==> src/rtl/decode_stage.sv <==
// decode_stage: instruction decode stage of the Jump/Add/Li processor.
// It decodes one 8-bit instruction per cycle and reads a 4x8 register file.
// It registers the two adder operands and writes the adder result back on the
// following edge, forwarding that result to dependent instructions. It also
// resolves jumps and squashes the single instruction in the jump shadow.
//
// Ports:
//   clk          system clock, rising-edge active
//   reset        asynchronous active-low reset
//   instr_valid  instr carries an instruction this cycle
//   instr        instruction word: ADD 00 rd rs rt | LI 01 rd imm | JMP 10 tgt | NOP 11
//   alu_out      sum from the execute stage, combinational from alu_input_a/b
//   alu_input_a  registered adder operand A
//   alu_input_b  registered adder operand B
//   ex_valid     registered: the operands hold a live ADD/LI that must be written back
//   ex_rd        registered destination register of the live operation
//   jump_taken   registered one-cycle pulse that redirects fetch
//   jump_target  registered jump destination, meaningful while jump_taken=1
//   dbg_sel      debug register select
//   dbg_data     raw register-file read of dbg_sel (no forwarding)
module decode_stage (
  input  logic       clk,
  input  logic       reset,
  input  logic       instr_valid,
  input  logic [7:0] instr,
  input  logic [7:0] alu_out,
  output logic [7:0] alu_input_a,
  output logic [7:0] alu_input_b,
  output logic       ex_valid,
  output logic [1:0] ex_rd,
  output logic       jump_taken,
  output logic [7:0] jump_target,
  input  logic [1:0] dbg_sel,
  output logic [7:0] dbg_data
);

  localparam logic [1:0] OP_ADD = 2'b00;
  localparam logic [1:0] OP_LI  = 2'b01;
  localparam logic [1:0] OP_JMP = 2'b10;

  logic [7:0] regfile_r [4];
  logic [7:0] alu_a_r;
  logic [7:0] alu_b_r;
  logic       ex_valid_r;
  logic [1:0] ex_rd_r;
  logic       jump_taken_r;
  logic [7:0] jump_target_r;

  logic       accept_s;
  logic [7:0] nxt_a_s;
  logic [7:0] nxt_b_s;
  logic       nxt_ev_s;
  logic [1:0] nxt_rd_s;
  logic       nxt_jt_s;
  logic [7:0] nxt_tgt_s;

  // The in-flight result is written on the same edge that reads it, so a
  // matching register must take alu_out instead of the stale file entry.
  function automatic logic [7:0] opnd(
    input logic [1:0] r,
    input logic       ev,
    input logic [1:0] rd,
    input logic [7:0] fwd,
    input logic [7:0] file_val
  );
    logic [7:0] v;
    if (ev && (rd == r)) begin
      v = fwd;
    end else begin
      v = file_val;
    end
    return v;
  endfunction

  // The instruction presented while jump_taken is high is the jump shadow.
  assign accept_s = instr_valid & ~jump_taken_r;

  // Decode the accepted instruction into next-state values for the ex registers.
  always_comb begin
    nxt_a_s   = alu_a_r;
    nxt_b_s   = alu_b_r;
    nxt_rd_s  = ex_rd_r;
    nxt_ev_s  = 1'b0;
    nxt_jt_s  = 1'b0;
    nxt_tgt_s = jump_target_r;
    if (accept_s) begin
      case (instr[7:6])
        OP_ADD: begin
          nxt_a_s  = opnd(instr[3:2], ex_valid_r, ex_rd_r, alu_out, regfile_r[instr[3:2]]);
          nxt_b_s  = opnd(instr[1:0], ex_valid_r, ex_rd_r, alu_out, regfile_r[instr[1:0]]);
          nxt_rd_s = instr[5:4];
          nxt_ev_s = 1'b1;
        end
        OP_LI: begin
          // LI goes through the adder as 0 + imm so writeback has a single path.
          nxt_a_s  = 8'd0;
          nxt_b_s  = {4'd0, instr[3:0]};
          nxt_rd_s = instr[5:4];
          nxt_ev_s = 1'b1;
        end
        OP_JMP: begin
          nxt_jt_s  = 1'b1;
          nxt_tgt_s = {2'b00, instr[5:0]};
        end
        default: begin
          nxt_ev_s = 1'b0;
        end
      endcase
    end else begin
      nxt_ev_s = 1'b0;
    end
  end

  // Pipeline registers: ex operands, destination, and the jump pulse.
  always_ff @(posedge clk or negedge reset) begin
    if (!reset) begin
      alu_a_r       <= 8'd0;
      alu_b_r       <= 8'd0;
      ex_valid_r    <= 1'b0;
      ex_rd_r       <= 2'd0;
      jump_taken_r  <= 1'b0;
      jump_target_r <= 8'd0;
    end else begin
      alu_a_r       <= nxt_a_s;
      alu_b_r       <= nxt_b_s;
      ex_valid_r    <= nxt_ev_s;
      ex_rd_r       <= nxt_rd_s;
      jump_taken_r  <= nxt_jt_s;
      jump_target_r <= nxt_tgt_s;
    end
  end

  // Register file: written back from the execute stage one edge after issue.
  always_ff @(posedge clk or negedge reset) begin
    if (!reset) begin
      for (int i = 0; i < 4; i++) begin
        regfile_r[i] <= 8'd0;
      end
    end else if (ex_valid_r) begin
      regfile_r[ex_rd_r] <= alu_out;
    end
  end

  assign alu_input_a = alu_a_r;
  assign alu_input_b = alu_b_r;
  assign ex_valid    = ex_valid_r;
  assign ex_rd       = ex_rd_r;
  assign jump_taken  = jump_taken_r;
  assign jump_target = jump_target_r;
  assign dbg_data    = regfile_r[dbg_sel];

endmodule

==> config.mk <==
export PLATFORM = sky130hd
export DESIGN_NAME = decode_stage
export DESIGN_NICKNAME = d
export VERILOG_FILES = /design/src/rtl/decode_stage.sv
export SDC_FILE = /design/constraint.sdc
export NUM_CORES = 1
export LEC_CHECK = 0
export CAP_MARGIN = 30
export CORE_ASPECT_RATIO = 0.6
export CORE_MARGIN = 1.5
export CORE_UTILIZATION = 40
export DETAILED_ROUTE_END_ITERATION = 7
export GPL_TIMING_DRIVEN = 0
export SYNTH_ARGS = -nofsm -noshare
export SYNTH_HDL_FRONTEND = slang
export SYNTH_SLANG_ARGS = --single-unit
==> constraint.sdc <==
create_clock -name clk -period 2 [get_ports clk]
set_clock_uncertainty 0.15 [all_clocks]
set_input_delay 0.4 -clock clk [delete_from_list [all_inputs] [get_ports clk]]
set_output_delay 0.4 -clock clk [all_outputs]
set_load 0.02 [all_outputs]
==> results.json, run 1 <==
{
  "status": "completed",
  "nets": 305,
  "num_vias": 2084,
  "p_int_mw": 3.33,
  "drive_gt1_frac": 0.344,
  "grtUsageMet1": 0.281,
  "holdWs_ns": 0.325,
  "antenna_found_initial": 0,
  "ys_ff_latch": 58,
  "drv_slew": 0,
  "final_core_util": 0.543,
  "ys_warn_count": 0,
  "first_iter_violations": 92,
  "ys_top_cells_by_area": "dfrtp_1 48%, mux2_2 14%, mux4_2 13%, mux4_1 6.0%, mux2i_1 4.9%",
  "avgSynthCellArea_um2": 14.2,
  "crit_path_start_kind": "flop",
  "synth_top_family_by_area": "multiplexers",
  "wl_um": 7500,
  "ys_async_sr_fraction": 1.00,
  "clk_pin_slew_ns": 0.05,
  "clock_latency_ns": 0.33,
  "cts_sinks": 58,
  "die-area_um2": 8180,
  "setup_viol": 0,
  "num_antenna_cells": 0,
  "seqPwrFrac": 0.391,
  "vdd_drop_max_uv": 597,
  "finish.instance_area_um2": 3980,
  "critical_path_class": "reg -> out",
  "area_growth_pct": 30.4,
  "grt_pass1_vias": 2042,
  "io_pins": 57,
  "max_freq_mhz": 514,
  "grt_usage": 0.199,
  "hold_violations": 0,
  "grt_setup_unrepaired": "false",
  "route.detailed.drc": 0,
  "clock_path_buffers": 2,
  "cts_buffers": 9,
  "slew_headroom": 0.591,
  "synth_compound_area_frac": 0.0390,
  "grtUsageMet3": 0.0763,
  "final_common_cell": "dfrtp_1",
  "finalCritPeriodShare": 0.973,
  "grt_pass1_wl_um": 11600,
  "detail-route-antenna-nets": 0,
  "overflow": 0,
  "hp-class": "reg -> reg",
  "hpwl_um": 5070,
  "endpoint_kind": "output pin",
  "min_period_ns": 1.95,
  "synth_xor_area_frac": 0.0115,
  "cap_violations": 0,
  "synthSimpleGateAreaFrac": 0.0570,
  "die_w_um": 116,
  "route.detailed.wl_per_inst_um": 19.3,
  "worstMarginPinSlew_ns": 0.613,
  "yosysSeqAreaShare": 0.476,
  "cp.required_ns": 1.45,
  "p_sw_mw": 1.47,
  "p_leak_nw": 1.65,
  "crit_path_max_fanout": 4,
  "synth_top_area_frac": 0.476,
  "ys_types": 28,
  "yosysTopAreaCell": "dfrtp_1",
  "clkPwrFrac": 0.275,
  "pwr_density_cell_nw_per_um2": 1210,
  "slowest_delay_ns": 0.49,
  "gr-max-usage-layer": "met2",
  "initial_core_util": 0.416,
  "path_cells": "mux4_2 > buf_2",
  "synthMuxAreaShare": 0.379,
  "portBuffers": 52,
  "place_area_um2": 3720,
  "vias_per_cell": 5.36,
  "synth_edf_count": 0,
  "netlist_instances": 215,
  "final_cell_mix": "58 x dfrtp_1, 41 x clkdlybuf4s50_1, 39 x mux2_2, 18 x nand2_1, 17 x mux4_2",
  "cp_data_arrival_time_ns": 1.40,
  "grt_max_degree": 36,
  "swShare": 0.306,
  "synth_fa_ha_area_frac": 0,
  "cts_tree": "built",
  "num-fill-cells": 663,
  "h-tree-depth": 3,
  "core_area_um2": 7330,
  "combinationalPowerShare": 0.334,
  "syn_area_um2": 3050,
  "gp_congestion": 0.741,
  "row_count": 24,
  "dr.pass1.iters": 4,
  "root_buffer": "clkbuf_16",
  "die_h_um": 70.7,
  "slowest_stage": "mux4_2",
  "synth_ff_type": "dfrtp_1",
  "groute.layer.met2.usage": 0.282
}
-- cell usage after synthesis (all sizes together) (2+ instances only) --
cell / instances
buf: 13
xnor2: 4
nor2: 2
clkbuf: 4
a21oi: 7
mux2i: 15
mux2: 39
nand2: 18
nand3b: 5
and3: 2
dfrtp: 58
mux4: 24
o21ai: 15
-- state kept, by name, summed over array words and instances, names as in the netlist --
signal	flops
ex_valid	1
ex_rd	2
regfile_r	32
jump_target	6
jump_taken	1
alu_input_b	8
alu_input_a	8
-- layout make-up --
cell class                 instances  area (um^2)  share of cell area
buffer                            17          118              0.0296
clock buffer                      11          243              0.0610
clock inverter                     1         5.00             0.00126
inverter                           1         3.75            0.000943
multi-input combinational        140         1500               0.376
sequential                        58         1450               0.365
tap                              104          130              0.0327
timing repair buffer              57          531               0.133
-- final timing paths --
| kind | from | to | slack, ns | depth (start not counted) |
|---|---|---|---|---|
| max in group asynchronous | reset | jump_target[2] | 0.64 | 3 |
| worst max-delay path | regfile_r[2] | dbg_data[2] | 0.05 | 2 |
| worst max register to register | ex_rd[0] | alu_input_b[0] | 0.22 | 6 |
| worst min register to register | alu_input_a[0] | alu_input_a[0] | 0.32 | 2 |
| min in group asynchronous | reset | regfile_r[30] | 0.46 | 2 |
| worst min-delay path | alu_input_a[0] | alu_input_a[0] | 0.32 | 2 |
-- per-stage QoR --
step	TNS, ns	cells	total power, mW	setup slack (ns)
CTS	0	386	4.85	0.0265
global route	0	389	5.08	0.00685
floorplan	0	216	2.89	0.222
global placement	-98.14	372	3.53	-1.53
detailed placement	-10.10	373	3.56	-0.520
finish	0	389	4.81	0.0544
-- routing by layer --
metal / vias to the layer above / routed length [um]
met5: - / 0
met4: 0 / 76
met3: 8 / 573
met2: 75 / 3270
met1: 1055 / 3580
li1: 946 / -
-- critical path, delay by kind of cell, from the launching register on --
kind                   cells  cell delay, ns
buffers and inverters      1            0.17
muxes                      1            0.49
DFF                        1            0.41
-- what timing repair did --
item	4_1_cts	5_1_grt
hold endpoints to repair	23	0
setup buffers	0	2
resized for setup	37	4
cloned	0	1
hold buffers	1	0
endpoints found under the setup margin	18	10
-- power groups by stage --
| stage | clock, mW | combinational, mW | sequential, mW |
|---|---|---|---|
| 2_1_floorplan | 0 | 0.953 | 1.94 |
| 3_3_place_gp | 0 | 1.65 | 1.87 |
| 3_5_place_dp | 0 | 1.67 | 1.89 |
| 4_1_cts | 1.37 | 1.62 | 1.87 |
| 5_1_grt | 1.41 | 1.73 | 1.93 |
| 6_report | 1.32 | 1.61 | 1.88 |
-- logic make-up (layout without fill, tap and decap cells) --
logic type | count (synthesis) | in the layout
DFF | 58 | 58
buffers and inverters | 18 | 87
and+or+nand+nor | 33 | 33
muxes | 78 | 78
xor gates and xnor gates | 4 | 4
other | 1 | 2
AOI/OAI and AO/OA | 23 | 23
(Power assumes the default switching activity.)
==> inputs of run 2 (changes only) <==
GPL_TIMING_DRIVEN = 1   (was 0)
==> results.json, run 2 (synthesis gave the netlist of run 1 again) <==
{
  "status": "completed",
  "r2r_cells": 5,
  "h-tree-depth": 3,
  "setup_ws_ns": 0.0548,
  "cts_setup_buffers": 0,
  "post-place-ws_ns": -0.691,
  "hp-class": "reg -> reg",
  "wl_um": 7740,
  "io_pins": 57,
  "hold_violations": 0,
  "final_cell_mix": "58 x dfrtp_1, 41 x clkdlybuf4s50_1, 39 x mux2_2, 39 x buf_4, 18 x nand2_1",
  "cts_sinks": 58,
  "finalCritPeriodShare": 0.973,
  "cts_buffers": 9,
  "path_buf_inv": 1,
  "hpwl_um": 5480,
  "reg2reg_slack_ns": 0.25,
  "min_period_ns": 1.95,
  "pwr_density_cell_nw_per_um2": 1230,
  "die_h_um": 70.7,
  "vias_per_cell": 5.29,
  "holdPathStages": 2,
  "crit_path_max_fanout": 4,
  "clock_path_buffers": 2,
  "final_core_util": 0.589,
  "drive_gt1_frac": 0.406,
  "slowest_delay_ns": 0.50,
  "antenna_found_initial": 0,
  "r2r-start": "ex_rd[1]",
  "cp.required_ns": 1.45,
  "p_leak_nw": 1.82,
  "portBuffers": 54,
  "largest_register": "regfile_r",
  "slowest_stage": "mux4_2",
  "endpoint_kind": "output pin",
  "core_area_um2": 7330,
  "route.detailed.drc": 0,
  "final_common_cell": "dfrtp_1",
  "grt_usage": 0.212,
  "detail-route-antenna-nets": 0,
  "first_iter_violations": 68,
  "max_freq_mhz": 514,
  "whs_endpoint": "alu_input_a[3]",
  "gp_congestion": 0.780,
  "grt_max_degree": 43,
  "die_w_um": 116,
  "vdd_drop_max_uv": 627,
  "crit_family": "multiplexers",
  "grt_pass1_wl_um": 12400,
  "grt_setup_unrepaired": "false",
  "cp_data_arrival_time_ns": 1.40,
  "dr.pass1.iters": 4,
  "clock_latency_ns": 0.33,
  "hold_path_startpoint": "alu_input_a[3]",
  "r2r-end": "alu_input_a[3]",
  "path_cells": "mux4_2 > buf_6",
  "die-area_um2": 8180,
  "num_vias": 2216,
  "route.detailed.wl_per_inst_um": 18.5,
  "critical_path_class": "reg -> out",
  "finish.instance_area_um2": 4310,
  "root_buffer": "clkbuf_16",
  "crit_path_start_kind": "flop",
  "largest_register_ffs": 32,
  "place_area_um2": 4030,
  "cap_violations": 0,
  "num-fill-cells": 634,
  "clk_pin_slew_ns": 0.05,
  "setup_viol": 0,
  "overflow": 0,
  "row_count": 24,
  "grt_pass1_vias": 2187,
  "cts_tree": "built",
  "drv_slew": 0,
  "nets": 331,
  "num_antenna_cells": 0,
  "area_growth_pct": 41.4,
  "initial_core_util": 0.416
}
[run 2: report_power, final]
part	internal [mW]	switching (mW)	total (mW)
Clock	1.00	0.512	1.52
Combinational	1.16	0.782	1.94
Sequential	1.56	0.270	1.83
[run 2: per-stage QoR]
step	cells	TNS (ns)	hold WS, ns	power [mW]
floorplan	216	0	-0.0456	2.89
global placement	402	-8.45	0.214	3.77
detailed placement	402	-8.71	0.214	3.82
CTS	419	0	0.332	5.30
global route	419	0	0.369	5.58
finish	419	0	0.328	5.29
[run 2: area by class of cell]
cell class	count	area, um^2	area share
multi-input combinational	140	1490	0.346
inverter	1	3.75	0.000870
clock inverter	1	5.00	0.00116
sequential	58	1450	0.336
timing repair buffer	100	935	0.217
clock buffer	15	298	0.0690
tap	104	130	0.0302
[run 2: layer usage]
| layer | part of all wire | GRT usage |
|---|---|---|
| met5 | 0 | 0 |
| met4 | 0.0066 | 0.0488 |
| met3 | 0.059 | 0.0746 |
| met2 | 0.44 | 0.297 |
| met1 | 0.50 | 0.316 |
[run 2: timing repair]
item / in CTS / in global routing
setup endpoints to repair: 10 / 5
hold buffers: 1 / 0
cloned: 0 / 0
pin swaps: 0 / 0
endpoints found under the hold margin: 16 / 0
resized for setup: 40 / 7
[run 2: tightest hold or removal path, cell delays in order, from the launching register on]
cell     delay (ns)
dfrtp_1        0.34
nand2_1        0.05
o21ai_0        0.06
[run 2: how the worst max path moves through the flow]
| stage | depth (start not counted) | endpoint | start |
|---|---|---|---|
| after global routing | 7 | alu_input_b[5] | instr[0] |
| after floorplan | 2 | dbg_data[0] | dbg_sel[0] |
| final | 2 | dbg_data[2] | regfile_r[26] |
| after detailed placement | 4 | dbg_data[3] | dbg_sel[0] |
| after CTS | 4 | dbg_data[3] | dbg_sel[0] |
| after global placement | 4 | dbg_data[7] | dbg_sel[0] |
==> inputs of run 3 (changes only) <==
CORE_MARGIN = 10   (was 1.5)
==> results.json, run 3 (synthesis gave the netlist of run 1 again) <==
{
  "clock_latency_ns": 0.34,
  "pwr_density_cell_nw_per_um2": 1230,
  "clock_path_buffers": 2,
  "antenna_found_initial": 0,
  "max_freq_mhz": 517,
  "grt_max_degree": 59,
  "seq_area_um2": 1450,
  "grt_pass1_vias": 2250,
  "clk_pin_slew_ns": 0.05,
  "detail-route-antenna-nets": 0,
  "finish.instance_area_um2": 4310,
  "route.detailed.wl_per_inst_um": 19.4,
  "vdd_drop_max_uv": 696,
  "io_pins": 57,
  "wl_um": 8140,
  "cts_tree": "built",
  "hp-class": "reg -> reg",
  "cp_data_arrival_time_ns": 1.38,
  "power.total_mw": 5.29,
  "largest_register": "regfile_r",
  "cp.required_ns": 1.45,
  "die_h_um": 87.7,
  "h-tree-depth": 3,
  "cts_sinks": 58,
  "status": "completed",
  "min_period_ns": 1.93,
  "crit_path_start_kind": "flop",
  "grt_setup_unrepaired": "false",
  "num-fill-cells": 631,
  "place_area_um2": 4030,
  "critical_path_class": "reg -> out",
  "drv_slew": 0,
  "core_area_um2": 7330,
  "wl_met3_um": 575,
  "portBuffers": 54,
  "dr.pass1.iters": 4,
  "multi_input_area_um2": 1490,
  "r2r-start": "regfile_r[0]",
  "setup_viol": 0,
  "grt_usage": 0.148,
  "die-area_um2": 11600,
  "drt-met1-wl_um": 3950,
  "hold_path_startpoint": "alu_input_a[1]",
  "num_vias": 2194,
  "initial_core_util": 0.416,
  "grt_pass1_wl_um": 13000,
  "overflow": 0,
  "endpoint_kind": "output pin",
  "top_layer": "met4",
  "hold_violations": 0,
  "first_iter_violations": 162,
  "route.detailed.drc": 0,
  "gp_congestion": 0.783,
  "final_core_util": 0.588,
  "row_count": 24,
  "p_leak_nw": 1.84,
  "vias_per_cell": 5.22,
  "crit_path_max_fanout": 4,
  "cts_buffers": 9,
  "final_cell_mix": "58 x dfrtp_1, 40 x clkdlybuf4s50_1, 40 x buf_4, 39 x mux2_2, 18 x nand2_1",
  "cap_violations": 0,
  "hpwl_um": 5870,
  "dr_wl_met2_um": 3540,
  "area_growth_pct": 41.2,
  "nets": 332,
  "largest_register_ffs": 32,
  "finalCritPeriodShare": 0.967,
  "root_buffer": "clkbuf_16",
  "drive_gt1_frac": 0.411,
  "crit_start": "regfile_r[26]",
  "final_common_cell": "dfrtp_1",
  "die_w_um": 133,
  "num_antenna_cells": 0
}
run 3: worst paths after layout:
| check | to | slack, ns | depth (start not counted) |
|---|---|---|---|
| setup reg to reg | alu_input_b[0] | 0.37 | 4 |
| min in group asynchronous | regfile_r[30] | 0.45 | 3 |
| hold / removal | alu_input_a[1] | 0.33 | 2 |
| setup / recovery | dbg_data[2] | 0.07 | 2 |
| hold reg to reg | alu_input_a[1] | 0.33 | 2 |
| max in group asynchronous | jump_target[2] | 0.97 | 3 |
run 3: timing repair:
item	CTS	global route
setup buffers	0	0
endpoints found under the hold margin	58	0
resized for setup	39	10
hold buffers	1	0
setup endpoints to repair	10	9
run 3: layer usage:
layer	track usage	vias to the layer above
li1	-	1006
met1	0.196	1111
met2	0.213	66
met3	0.0703	11
met4	0.0388	0
met5	0	-
run 3: final cells by class:
cell class                      count  area share
Clock buffer                       11      0.0587
Clock inverter                      5     0.00668
Inverter                            1    0.000871
Multi-Input combinational cell    140       0.346
Sequential cell                    58       0.337
Tap cell                          104      0.0302
Timing Repair Buffer              101       0.221
run 3: critical path: stages (launching register included):
cell and delay, ns:
dfrtp_1 0.41, mux4_2 0.49, buf_6 0.15
run 3: per-stage QoR:
step / setup TNS, ns / hold WS, ns / cells / setup slack, ns
2_1_floorplan: 0 / -0.0456 / 216 / 0.222
3_3_place_gp: -7.67 / 0.281 / 403 / -0.682
3_5_place_dp: -7.84 / 0.284 / 403 / -0.689
4_1_cts: 0 / 0.331 / 420 / 0.0000143
6_report: 0 / 0.325 / 420 / 0.0670
5_1_grt: 0 / 0.356 / 420 / 0.0195
run 3: power breakdown:
group,switching [mW],internal (mW)
Clock,0.549,0.897
Combinational,0.813,1.22
Sequential,0.256,1.56
